**src/rtl/rr_arb4_enc_if.sv**
```systemverilog
// Request/grant bundle between the four clients and the round-robin arbiter.
// The master side is the client group; the slave side is the arbiter.
interface rr_arb4_enc_if;
    logic [3:0] req;
    logic       done;
    logic [3:0] gnt;
    logic [1:0] gnt_idx;
    logic       gnt_vld;
    logic       timeout;

    modport master (output req, done, input gnt, gnt_idx, gnt_vld, timeout);
    modport slave  (input req, done, output gnt, gnt_idx, gnt_vld, timeout);
endinterface

```
**src/rtl/rr_arb4_enc.sv**
```systemverilog
// Four-client round-robin arbiter with grant hold, hold-time watchdog and a
// registered one-hot plus encoded grant.
module rr_arb4_enc #(
    parameter int MAX_HOLD = 8,
    parameter int CNT_W    = 8
) (
    input  logic          clk,
    input  logic          rst,
    rr_arb4_enc_if.slave  bus
);

    typedef enum logic {IDLE, BUSY} state_e;

    state_e           state_q, state_d;
    logic [1:0]       ptr_q, ptr_d;
    logic [CNT_W-1:0] hold_cnt_q, hold_cnt_d;
    logic [3:0]       gnt_q, gnt_d;
    logic [1:0]       gnt_idx_q, gnt_idx_d;
    logic             gnt_vld_q, gnt_vld_d;
    logic             timeout_q, timeout_d;

    logic       found;
    logic [1:0] sel;
    logic [1:0] cand;
    logic       expired;
    logic       owner_req;

    // Walk from the largest offset down so the client nearest ptr wins last.
    always_comb begin
        found = 1'b0;
        sel   = ptr_q;
        cand  = '0;
        for (int i = 3; i >= 0; i--) begin
            cand = ptr_q + 2'(i);
            if (bus.req[cand]) begin
                found = 1'b1;
                sel   = cand;
            end
        end
    end

    assign expired   = (hold_cnt_q == CNT_W'(MAX_HOLD));
    assign owner_req = bus.req[gnt_idx_q];

    always_comb begin
        // NOTE: every next-state signal gets a default first so no path leaves it unassigned (no latches).
        state_d    = state_q;
        ptr_d      = ptr_q;
        hold_cnt_d = hold_cnt_q;
        gnt_d      = gnt_q;
        gnt_idx_d  = gnt_idx_q;
        gnt_vld_d  = gnt_vld_q;
        timeout_d  = 1'b0;

        unique case (state_q)
            IDLE: begin
                if (found) begin
                    state_d    = BUSY;
                    gnt_d      = 4'b0001 << sel;
                    gnt_idx_d  = sel;
                    gnt_vld_d  = 1'b1;
                    hold_cnt_d = CNT_W'(1);
                end
            end
            BUSY: begin
                if (bus.done || !owner_req || expired) begin
                    state_d    = IDLE;
                    ptr_d      = gnt_idx_q + 2'd1;
                    gnt_d      = 4'b0000;
                    gnt_idx_d  = 2'b00;
                    gnt_vld_d  = 1'b0;
                    hold_cnt_d = '0;
                    // Only a pure watchdog expiry is flagged; done or withdrawal wins.
                    timeout_d  = !bus.done && owner_req && expired;
                end else begin
                    hold_cnt_d = hold_cnt_q + CNT_W'(1);
                end
            end
            default: state_d = IDLE;
        endcase
    end

    // NOTE: state registers use non-blocking assignments so all flops update together at the edge.
    always_ff @(posedge clk) begin
        if (rst) begin
            state_q    <= IDLE;
            ptr_q      <= 2'd0;
            hold_cnt_q <= '0;
            gnt_q      <= 4'b0000;
            gnt_idx_q  <= 2'b00;
            gnt_vld_q  <= 1'b0;
            timeout_q  <= 1'b0;
        end else begin
            state_q    <= state_d;
            ptr_q      <= ptr_d;
            hold_cnt_q <= hold_cnt_d;
            gnt_q      <= gnt_d;
            gnt_idx_q  <= gnt_idx_d;
            gnt_vld_q  <= gnt_vld_d;
            timeout_q  <= timeout_d;
        end
    end

    assign bus.gnt     = gnt_q;
    assign bus.gnt_idx = gnt_idx_q;
    assign bus.gnt_vld = gnt_vld_q;
    assign bus.timeout = timeout_q;

endmodule

```
**src/flat_wrapper.sv**
```systemverilog
// flat-port wrapper written by rule: the top's interface ports become plain ports
module rr_arb4_enc_flat 
#(
    parameter int MAX_HOLD = 8,
    parameter int CNT_W    = 8
)
  (clk, rst, bus_req, bus_done, bus_gnt, bus_gnt_idx, bus_gnt_vld, bus_timeout);
  rr_arb4_enc_if bus_i ();
  input  logic clk;
  input  logic rst;
  input wire logic [$bits(bus_i.req)-1:0] bus_req;
  input wire logic [$bits(bus_i.done)-1:0] bus_done;
  output wire logic [$bits(bus_i.gnt)-1:0] bus_gnt;
  output wire logic [$bits(bus_i.gnt_idx)-1:0] bus_gnt_idx;
  output wire logic [$bits(bus_i.gnt_vld)-1:0] bus_gnt_vld;
  output wire logic [$bits(bus_i.timeout)-1:0] bus_timeout;
  assign bus_i.req = bus_req;
  assign bus_i.done = bus_done;
  assign bus_gnt = bus_i.gnt;
  assign bus_gnt_idx = bus_i.gnt_idx;
  assign bus_gnt_vld = bus_i.gnt_vld;
  assign bus_timeout = bus_i.timeout;
  rr_arb4_enc #(.MAX_HOLD(MAX_HOLD), .CNT_W(CNT_W)) u_core (.clk(clk), .rst(rst), .bus(bus_i));
endmodule
```
**config.mk**
```make
export PLATFORM = sky130hd
export DESIGN_NAME = rr_arb4_enc_flat
export DESIGN_NICKNAME = d
export VERILOG_FILES = /design/src/rtl/rr_arb4_enc_if.sv /design/src/rtl/rr_arb4_enc.sv /design/src/flat_wrapper.sv
export SDC_FILE = /design/constraint.sdc
export NUM_CORES = 1
export LEC_CHECK = 0
export BUFFER_PORTS_ARGS = -buffer_cell sky130_fd_sc_hd__buf_2
export CORE_MARGIN = 1
export CORE_UTILIZATION = 59
export DETAILED_ROUTE_END_ITERATION = 12
export PLACE_DENSITY = 0.82
export SLEW_MARGIN = 20
export SYNTH_ARGS = -nofsm -noshare
export SYNTH_HDL_FRONTEND = slang
export SYNTH_SLANG_ARGS = --single-unit
```
**constraint.sdc**
```tcl
create_clock -name clk -period 4.9 [get_ports clk]
set_clock_uncertainty 0.1 [all_clocks]
set_input_delay 0.49 -clock clk [delete_from_list [all_inputs] [get_ports clk]]
set_output_delay 0.49 -clock clk [all_outputs]
set_load 0.005 [all_outputs]
```
==> run metrics <==
status finished, violations left; failing checks design-rule violations; Die W 43.65 um; Gate power share 0.173; Seq pwr share 0.565; Die ar. 0.001905 mm2; synth unique cells 41; Synth Warn # 0; Synthesized Nets 122; die height 43.65 um; power per cell area roughly 270 mW/mm2; RSZ-0062 raised after global routing false; setup violators final 0; Nets 137; P&R area growth vs syn 8.924%; Synth top cells by count 19 x dfxtp_1, 11 x a31oi_1, 6 x nor2_1, 6 x nor3_1, 6 x or3_1; clock-pin slew on the worst setup and hold paths 0.10 ns; vias in the first global route 859; Final Worst Setup Slack roughly 2.8 ns; Num CTS Buffers 3; post-route setup TNS 0 ns; Top Ports 15; layout cells sized above 1 0.2205; Clock H-tree levels 1; Int Pwr 0.2179 mW; switch share 0.2833; Vias/cell roughly 6.6; Slew @ Worst Pin 0.6066 ns; fmax approximately 0.47 GHz; Synth Instances around 110; Final Non-Filler Cells around 140; sw power between 0.08 and 0.09 mW; biggest area consumer among synthesized cells dfxtp_1; Bufs on Longest Clock Path 2; type of the most critical hold path reg -> reg; EDFF count, synth 0; clock share of power 0.262; core footprint about 0.0016 mm2; area of the mapped netlist 0.001023 mm2; post-synthesis average cell area 9.057 um2; leading post-synthesis cells by cell area dfxtp_1 37%, a31oi_1 6.7%, or3_1 3.7%; Tcrit/Tclk final 0.4350; ANT nets after route 0; WL per Instance 15.08 um; asr flop ratio synth 0; pin count of the biggest net entering global routing 15; share of Yosys cell area claimed by the top area cell type 0.3716; Rows 14; Initial Util 0.6565; synthesized flop and latch total 19; Max Cap Viol 0; I/O Buffers 14; Root Driver clkbuf_4; post-CTS setup buffers 0; Placed Cells 139; Detail Placement HPWL 1.580 mm; DRT Wirelength 2.157 mm; DR DRC count 1; Hold WS ~0.37 ns; crit end category register; clk sinks 19; antenna violations before repair 0; via count 937; Pre-Repair DR Iteration Count 9; register area share after synthesis 0.3716; DP Worst Slack ~2.8 ns; worst rel slew slack 0.5922; CTS tree yes; critical path startpoint category register; hold_buf cts 0; starting DRC count in detailed routing 23; total gr overflow 0; commonest register cell after synthesis dfxtp_1; GP Congestion 0.9166; Crit Path Max Fanout 6; most common cell in the synthesized netlist dfxtp_1; Final Slew Violations 0; CP Class reg -> reg; crit path DAT 2.23 ns; Final Total Pwr 0.3040 mW; GRT Util Overall 0.2638; Period minus WS final 2.131 ns; Worst-Skew Late Latency 0.30 ns; Worst Path Required 5.00 ns; VDD IR-drop max 0.2125 mV; final hold vios 0; # diodes 0; Leakage Power ~0.42 nW; Resize count post-CTS 0; global-route wire length before repair 3.698 mm
[metrics by stage]
stage / cell area [um2] / utilization
finish: 1115 / 0.7151
global route: 1115 / 0.7151
CTS: 1115 / 0.7151
detailed placement: 1089 / 0.6982
global placement: 1089 / 0.6982
floorplan: 1023 / -
[final cells by class]
type / instances / area [um2]
Inverter: 5 / 18.77
Clock buffer: 4 / 26.28
Tap cell: 16 / 20.02
Timing Repair Buffer: 14 / 70.07
Fill cell: 123 / 444.2
Multi-Input combinational cell: 85 / 599.3
Sequential cell: 19 / 380.4
[cells by family (layout without fill, tap and decap cells)]
| logic type | Yosys count | after routing | share of synthesized area |
|---|---|---|---|
| fa+ha+maj | 2 | 2 | 0.02445 |
| flops | 19 | 19 | 0.3716 |
| mux | 4 | 4 | 0.04156 |
| xor+xnor | 2 | 2 | 0.01712 |
| buf+inv | 9 | 23 | 0.04279 |
| compound gates | 35 | 35 | 0.2677 |
| simple gates | 42 | 42 | 0.2347 |
[worst max-delay path, cell delays in order (launching register included)]
cell      delay [ns]
dfxtp_1         0.37
inv_1           0.07
ha_1            0.13
nor4b_1         0.42
nand3_1         0.27
a21boi_2        0.30
mux2_2          0.37
[cell usage in the layout (no fill, tap or decap), drive strengths merged]
cell type / netlist / layout
a2111oi: 1 / 1
a211o: 1 / 1
a21boi: 1 / 1
a21oi: 3 / 3
a22o: 2 / 2
a31o: 1 / 1
a31oi: 11 / 11
a32o: 3 / 3
and2b: 1 / 1
and3: 2 / 2
buf: 3 / 14
clkbuf: 1 / 4
dfxtp: 19 / 19
ha: 2 / 2
inv: 5 / 5
mux2: 2 / 2
mux2i: 2 / 2
nand2: 3 / 3
nand2b: 3 / 3
nand3: 3 / 3
nand3b: 1 / 1
nand4: 2 / 2
nor2: 6 / 6
nor2b: 5 / 5
nor3: 6 / 6
nor4: 1 / 1
nor4b: 1 / 1
o211a: 1 / 1
o211ai: 1 / 1
o21ai: 4 / 4
o22a: 1 / 1
o22ai: 1 / 1
o31ai: 2 / 2
o32ai: 2 / 2
or2: 1 / 1
or3: 6 / 6
or4: 1 / 1
xnor2: 2 / 2
[power by group through the flow]
| stage | sequential, mW | combinational, mW | clock [mW] |
|---|---|---|---|
| after global routing | 0.173 | 0.0584 | 0.0923 |
| after CTS | 0.172 | 0.0524 | 0.0814 |
| after detailed placement | 0.175 | 0.0520 | 0 |
| after global placement | 0.174 | 0.0503 | 0 |
| after floorplan | 0.171 | 0.0392 | 0 |
| final | 0.172 | 0.0525 | 0.0797 |
[per-layer routing]
| layer | vias up | part of all wire | GRT usage |
|---|---|---|---|
| met5 | - | 0 | 0 |
| li1 | 465 | - | - |
| met3 | 9 | 0.053 | 0.06250 |
| met4 | 0 | 0.030 | 0.1688 |
| met2 | 41 | 0.49 | 0.4149 |
| met1 | 422 | 0.42 | 0.3212 |
[flip-flops by register name (all words and copies together), names as in the netlist]
name                flops
u_core.hold_cnt_q       8
u_core.bus.gnt          4
u_core.bus.gnt_idx      2
u_core.ptr_q            2
u_core.bus.gnt_vld      1
u_core.bus.timeout      1
u_core.state_q          1
[final timing paths]
path / from / endpoint / slack (ns) / cells after the start
setup / recovery: u_core.hold_cnt_q[0] / u_core.ptr_q[0] / 2.77 / 6
hold / removal: u_core.bus.gnt[1] / u_core.bus.gnt[1] / 0.37 / 2
hold reg to reg: u_core.bus.gnt[1] / u_core.bus.gnt[1] / 0.37 / 2
setup reg to reg: u_core.hold_cnt_q[0] / u_core.ptr_q[0] / 2.77 / 6
Power figures use the tool's default switching activity.
